File: src/rtl/jtframe_z80_busctl.sv
// Z80 bus / clock-enable controller: stalls cpu_cen during SDRAM ROM reads,
// replays the lost enables afterwards and arbitrates BUSRQ_n for one DMA master.
module jtframe_z80_busctl #(
  parameter int unsigned RECOVERY = 1,
  parameter int unsigned CNTW     = 4
) (
  input  logic clk,
  input  logic rst,
  input  logic cen,
  output logic cpu_cen,
  input  logic mreq_n,
  input  logic rd_n,
  input  logic rfsh_n,
  input  logic rom_cs,
  input  logic rom_ok,
  output logic rom_req,
  input  logic dma_req,
  output logic dma_gnt,
  output logic busrq_n,
  input  logic busak_n,
  output logic stall
);

  localparam logic [CNTW-1:0] CNT_MAX = '1;
  localparam bit              REC_EN  = (RECOVERY != 0);

  typedef enum logic       { RIDLE, RWAIT }      rom_st_t;
  typedef enum logic [1:0] { BIDLE, BREQ, BGNT } bus_st_t;

  rom_st_t         rom_st_q, rom_st_d;
  bus_st_t         bus_st_q, bus_st_d;
  logic            arm_q, arm_d;
  logic            served_q, served_d;
  logic            rom_req_q, rom_req_d;
  logic            busrq_n_q, busrq_n_d;
  logic            dma_gnt_q, dma_gnt_d;
  logic            cpu_cen_q, cpu_cen_d;
  logic [CNTW-1:0] cnt_q, cnt_d;

  logic start, hold, rec_pulse, done;

  // ROM access detection, enable gating and lost-pulse bookkeeping
  always_comb begin
    start     = rom_cs & ~mreq_n & ~rd_n & rfsh_n & ~served_q;
    hold      = ~rst & (start | (rom_st_q == RWAIT));
    rec_pulse = REC_EN & (rom_st_q == RIDLE) & ~start & ~cen
                & (cnt_q != '0) & ~cpu_cen_q;
    cpu_cen_d = rst ? cen : ((cen & ~hold) | rec_pulse);

    cnt_d = cnt_q;
    if (REC_EN) begin
      if (cen && hold && cnt_q != CNT_MAX) cnt_d = cnt_q + CNTW'(1);
      else if (rec_pulse)                  cnt_d = cnt_q - CNTW'(1);
    end
  end

  // ROM FSM: ok is only trusted once the request has been up for a full cycle
  always_comb begin
    rom_st_d = rom_st_q;
    arm_d    = 1'b0;
    done     = 1'b0;
    case (rom_st_q)
      RIDLE: if (start) rom_st_d = RWAIT;
      RWAIT: begin
        if (arm_q && rom_ok) begin
          rom_st_d = RIDLE;
          done     = 1'b1;
        end else begin
          arm_d = 1'b1;
        end
      end
      default: rom_st_d = RIDLE;
    endcase
    served_d  = done ? 1'b1 : (mreq_n ? 1'b0 : served_q);
    rom_req_d = (rom_st_d == RWAIT);
  end

  // Bus FSM: a ROM access in flight or starting takes priority over a new DMA request
  always_comb begin
    bus_st_d = bus_st_q;
    case (bus_st_q)
      BIDLE: if (dma_req && rom_st_q == RIDLE && !start) bus_st_d = BREQ;
      BREQ: begin
        if (!dma_req)      bus_st_d = BIDLE;
        else if (!busak_n) bus_st_d = BGNT;
      end
      BGNT:    if (!dma_req) bus_st_d = BIDLE;
      default: bus_st_d = BIDLE;
    endcase
    busrq_n_d = (bus_st_d == BIDLE);
    dma_gnt_d = (bus_st_d == BGNT);
  end

  always_ff @(posedge clk or posedge rst) begin
    if (rst) begin
      rom_st_q  <= RIDLE;
      bus_st_q  <= BIDLE;
      arm_q     <= 1'b0;
      served_q  <= 1'b0;
      rom_req_q <= 1'b0;
      busrq_n_q <= 1'b1;
      dma_gnt_q <= 1'b0;
      cpu_cen_q <= 1'b0;
      cnt_q     <= '0;
    end else begin
      rom_st_q  <= rom_st_d;
      bus_st_q  <= bus_st_d;
      arm_q     <= arm_d;
      served_q  <= served_d;
      rom_req_q <= rom_req_d;
      busrq_n_q <= busrq_n_d;
      dma_gnt_q <= dma_gnt_d;
      cpu_cen_q <= cpu_cen_d;
      cnt_q     <= cnt_d;
    end
  end

  assign cpu_cen = cpu_cen_d;
  assign stall   = hold;
  assign rom_req = rom_req_q;
  assign busrq_n = busrq_n_q;
  assign dma_gnt = dma_gnt_q;

endmodule

File: config.mk
export PLATFORM = sky130hd
export DESIGN_NAME = jtframe_z80_busctl
export DESIGN_NICKNAME = d
export VERILOG_FILES = /design/src/rtl/jtframe_z80_busctl.sv
export SDC_FILE = /design/constraint.sdc
export NUM_CORES = 1
export LEC_CHECK = 0
export BUFFER_PORTS_ARGS = -buffer_cell sky130_fd_sc_hd__buf_2
export CORE_ASPECT_RATIO = 0.9
export CORE_UTILIZATION = 40
export CTS_BUF_LIST = sky130_fd_sc_hd__clkbuf_8
export CTS_CLUSTER_DIAMETER = 40
export DETAILED_ROUTE_END_ITERATION = 8
export GPL_ROUTABILITY_DRIVEN = 0
export PLACE_DENSITY = 0.63
export SLEW_MARGIN = 0
export SYNTH_ARGS = -nofsm -noshare
export SYNTH_HDL_FRONTEND = slang
export SYNTH_SLANG_ARGS = --single-unit
File: constraint.sdc
create_clock -name clk -period 3.2 [get_ports clk]
set_input_delay 0.16 -clock clk [delete_from_list [all_inputs] [get_ports clk]]
set_output_delay 0.16 -clock clk [all_outputs]
set_load 0.01 [all_outputs]
==> metrics.txt <==
number of buffers created by CTS=3; met2 demand-to-capacity share in global routing=0.194; # setup viols final=0; top achievable clock speed=0.416 GHz; number of nets produced by synthesis=64; total of max-cap violations=0; Post-layout nets=84; Area growth, synth to finish=24.5%; worst-case vdd ir drop=0.000422 V; routing usage on met1=0.179; final antenna diode count=0; flip-flop and latch count after synthesis=12; Final Skew=0.00110 ns; HPWL after DPL=803 um; post-synthesis instance total=51; global-route wire length before repair=1590 um; number of flops mapped to enable cells by yosys=0; critical-path cell list=dlygate4sd3_1, buf_2, inv_1, nand4b_4, ha_1, a21o_2, a21oi_1, nand3_1, o21ai_2, xor2_1; most used flip-flop cell after synthesis=dfrtp_1; delay of the slowest cell on the worst path=0.55 ns; number of buffers on the longest clock path=2; horizontal die dimension=43.8 um; via total after detailed routing=430; standby leakage power=0.365 nW; worst skew pair latency=0.23 ns; share of post-route cells with drive strength above 1=0.386; Final Hold Viols=0; remaining design rule violation count=1; post-synth design cell area=629 um2; maximum fanout encountered on the critical timing path=13; pin count of the biggest net entering global routing=14; cell row count=13; most common cell after layout, fill and taps aside=buf_2; max-slew violations=0; post-synth top area share=0.437; Worst Max-Slew Pin Slew=0.525 ns; via count of the first global-routing pass=363; RSZ-0062 raised after global routing=no; post-synth cell types=27; ANT nets after route=0; cell with the largest stage delay on the worst path=dlygate4sd3_1; Yosys Warn Count=0; fillers=130; First-pass DRT Iterations=5; per-instance average area after synthesis=12.3 um2; H-tree levels=1; starting density of the core=0.430; number of I/O pins=15; setup total negative slack=0 ns; total gr overflow=0; largest cells by area after synthesis=dfrtp_1 (44%), mux2_4 (4.8%), dfstp_2 (4.2%); Port Buf Inserts=14; final critical-path share of the clock period=0.752; multi-input logic area=320 um2; placeable core region=1460 um2; Setup crit end kind=flop; crit path DAT=2.57 ns; total wire length=1020 um; clock sink total=12; drt first-iter violations=2; PostCTS Resize Cnt=0; GR Util met3=0.0415; worst hold path type=input port to flop; time the worst path needs with I/O delays and setup=2.41 ns; category of cells accounting for the largest share of critical-path delay=buffers and inverters; share of synthesized area occupied by flip-flops and latches=0.479; data required time of the critical path=3.36 ns; top cell type by total area after synthesis=dfrtp_1; sum of buffers and inverters on the critical path=3; sequential cell area in the final layout=302 um2; antenna violations before repair=0; die height=39.6 um; startpoint kind of the worst setup timing path=input port; clock tree from TritonCTS=built; Layout Cells excl Fill=85; average wire per standard cell=12.0 um; gr busiest metal=met2; share of synthesized flip-flops with an asynchronous set or reset=1.00; Setup crit start=rst; number of placed instances, taps included=80; area of the die=1740 um2; detailed-route vias per instance=5.06; Max transition margin=0.650; status=finished with violations; launch instance of the worst min-delay path=dma_req; worst setup path category=input port to flop; CTS clock-pin slew for the worst setup and hold paths=0.05 ns; violations in the final reports=DRC; power density over the cells=892 nW/um2; total track usage=0.134; beginning of the worst register-to-register path=rom_req; root buffer cell=clkbuf_8; commonest non-fill, non-tap cells in the layout=buf_2 (14), dfrtp_1 (11), clkbuf_8 (4)
## what timing repair did
item,CTS,global route
hold buffers,1,0
hold endpoints to repair,11,0
buffers inserted,0,0
## power breakdown
group | internal, mW | switching, mW | total [mW]
Sequential | 0.214 | 0.0617 | 0.276
Clock | 0.108 | 0.0511 | 0.159
Combinational | 0.141 | 0.122 | 0.264
Total | 0.464 | 0.235 | 0.699
## synth_stat cells (all sizes together) (2+ instances only)
cell / count
dfrtp: 11
xor2: 3
nor3b: 3
inv: 2
mux2: 2
nand3: 2
o21ai: 2
nor3: 3
ha: 2
a21oi: 2
nand2: 3
o21a: 2
nor2: 3
## kinds of logic after synthesis
logic type,Yosys count,synth area share
simple gates,19,0.211
flops,12,0.479
compound gates,9,0.121
xor+xnor,3,0.0418
mux,3,0.0636
fa+ha+maj,3,0.0716
buf+inv,2,0.0119
## flip-flops by register name, summed over array words and instances (netlist names)
register	cells
arm_q	1
bus_st_q	2
busrq_n	1
cnt_q	4
cpu_cen_q	1
dma_gnt	1
rom_req	1
served_q	1
## cell type report
cell class,count,share of cell area
Sequential cell,12,0.385
Inverter,2,0.00958
Timing Repair Buffer,15,0.102
Tap cell,15,0.0240
Clock buffer,4,0.0703
Multi-Input combinational cell,37,0.409
## metal layers
metal / vias up / part of all wire
li1: 221 / -
met1: 203 / 0.48
met2: 6 / 0.48
met3: 0 / 0.037
met4: 0 / 0
met5: - / 0
## stage by stage
| step | util | total power, mW | hold slack (ns) | area (um2) | worst slack [ns] |
|---|---|---|---|---|---|
| 4_1_cts | 0.535 | 0.710 | 0.0861 | 783 | 0.764 |
| 3_5_place_dp | 0.491 | 0.544 | 0.244 | 718 | 1.07 |
| 6_report | 0.535 | 0.699 | 0.0929 | 783 | 0.793 |
| 5_1_grt | 0.535 | 0.749 | 0.0896 | 783 | 0.603 |
| 3_3_place_gp | 0.491 | 0.535 | 0.228 | 718 | 1.10 |
| 2_1_floorplan | - | 0.475 | 0.0543 | 629 | 1.31 |
## final timing paths
| kind | to | slack [ns] | depth (start not counted) |
|---|---|---|---|
| max | cnt_q[3] | 0.79 | 10 |
| min | busrq_n | 0.09 | 2 |
| max reg2reg | cnt_q[3] | 1.17 | 8 |
| min reg2reg | arm_q | 0.47 | 1 |
| max in group asynchronous | busrq_n | 2.29 | 3 |
| min in group asynchronous | cpu_cen_q | 0.55 | 3 |
## worst register-to-register path: stages (launching register included)
cell and delay (ns):
dfrtp_1 0.42, a31oi_4 0.26, nand4b_4 0.24, ha_1 0.25, a21o_2 0.21, a21oi_1 0.23, nand3_1 0.13, o21ai_2 0.08
xor2_1 0.14
(Power assumes the default switching activity.)
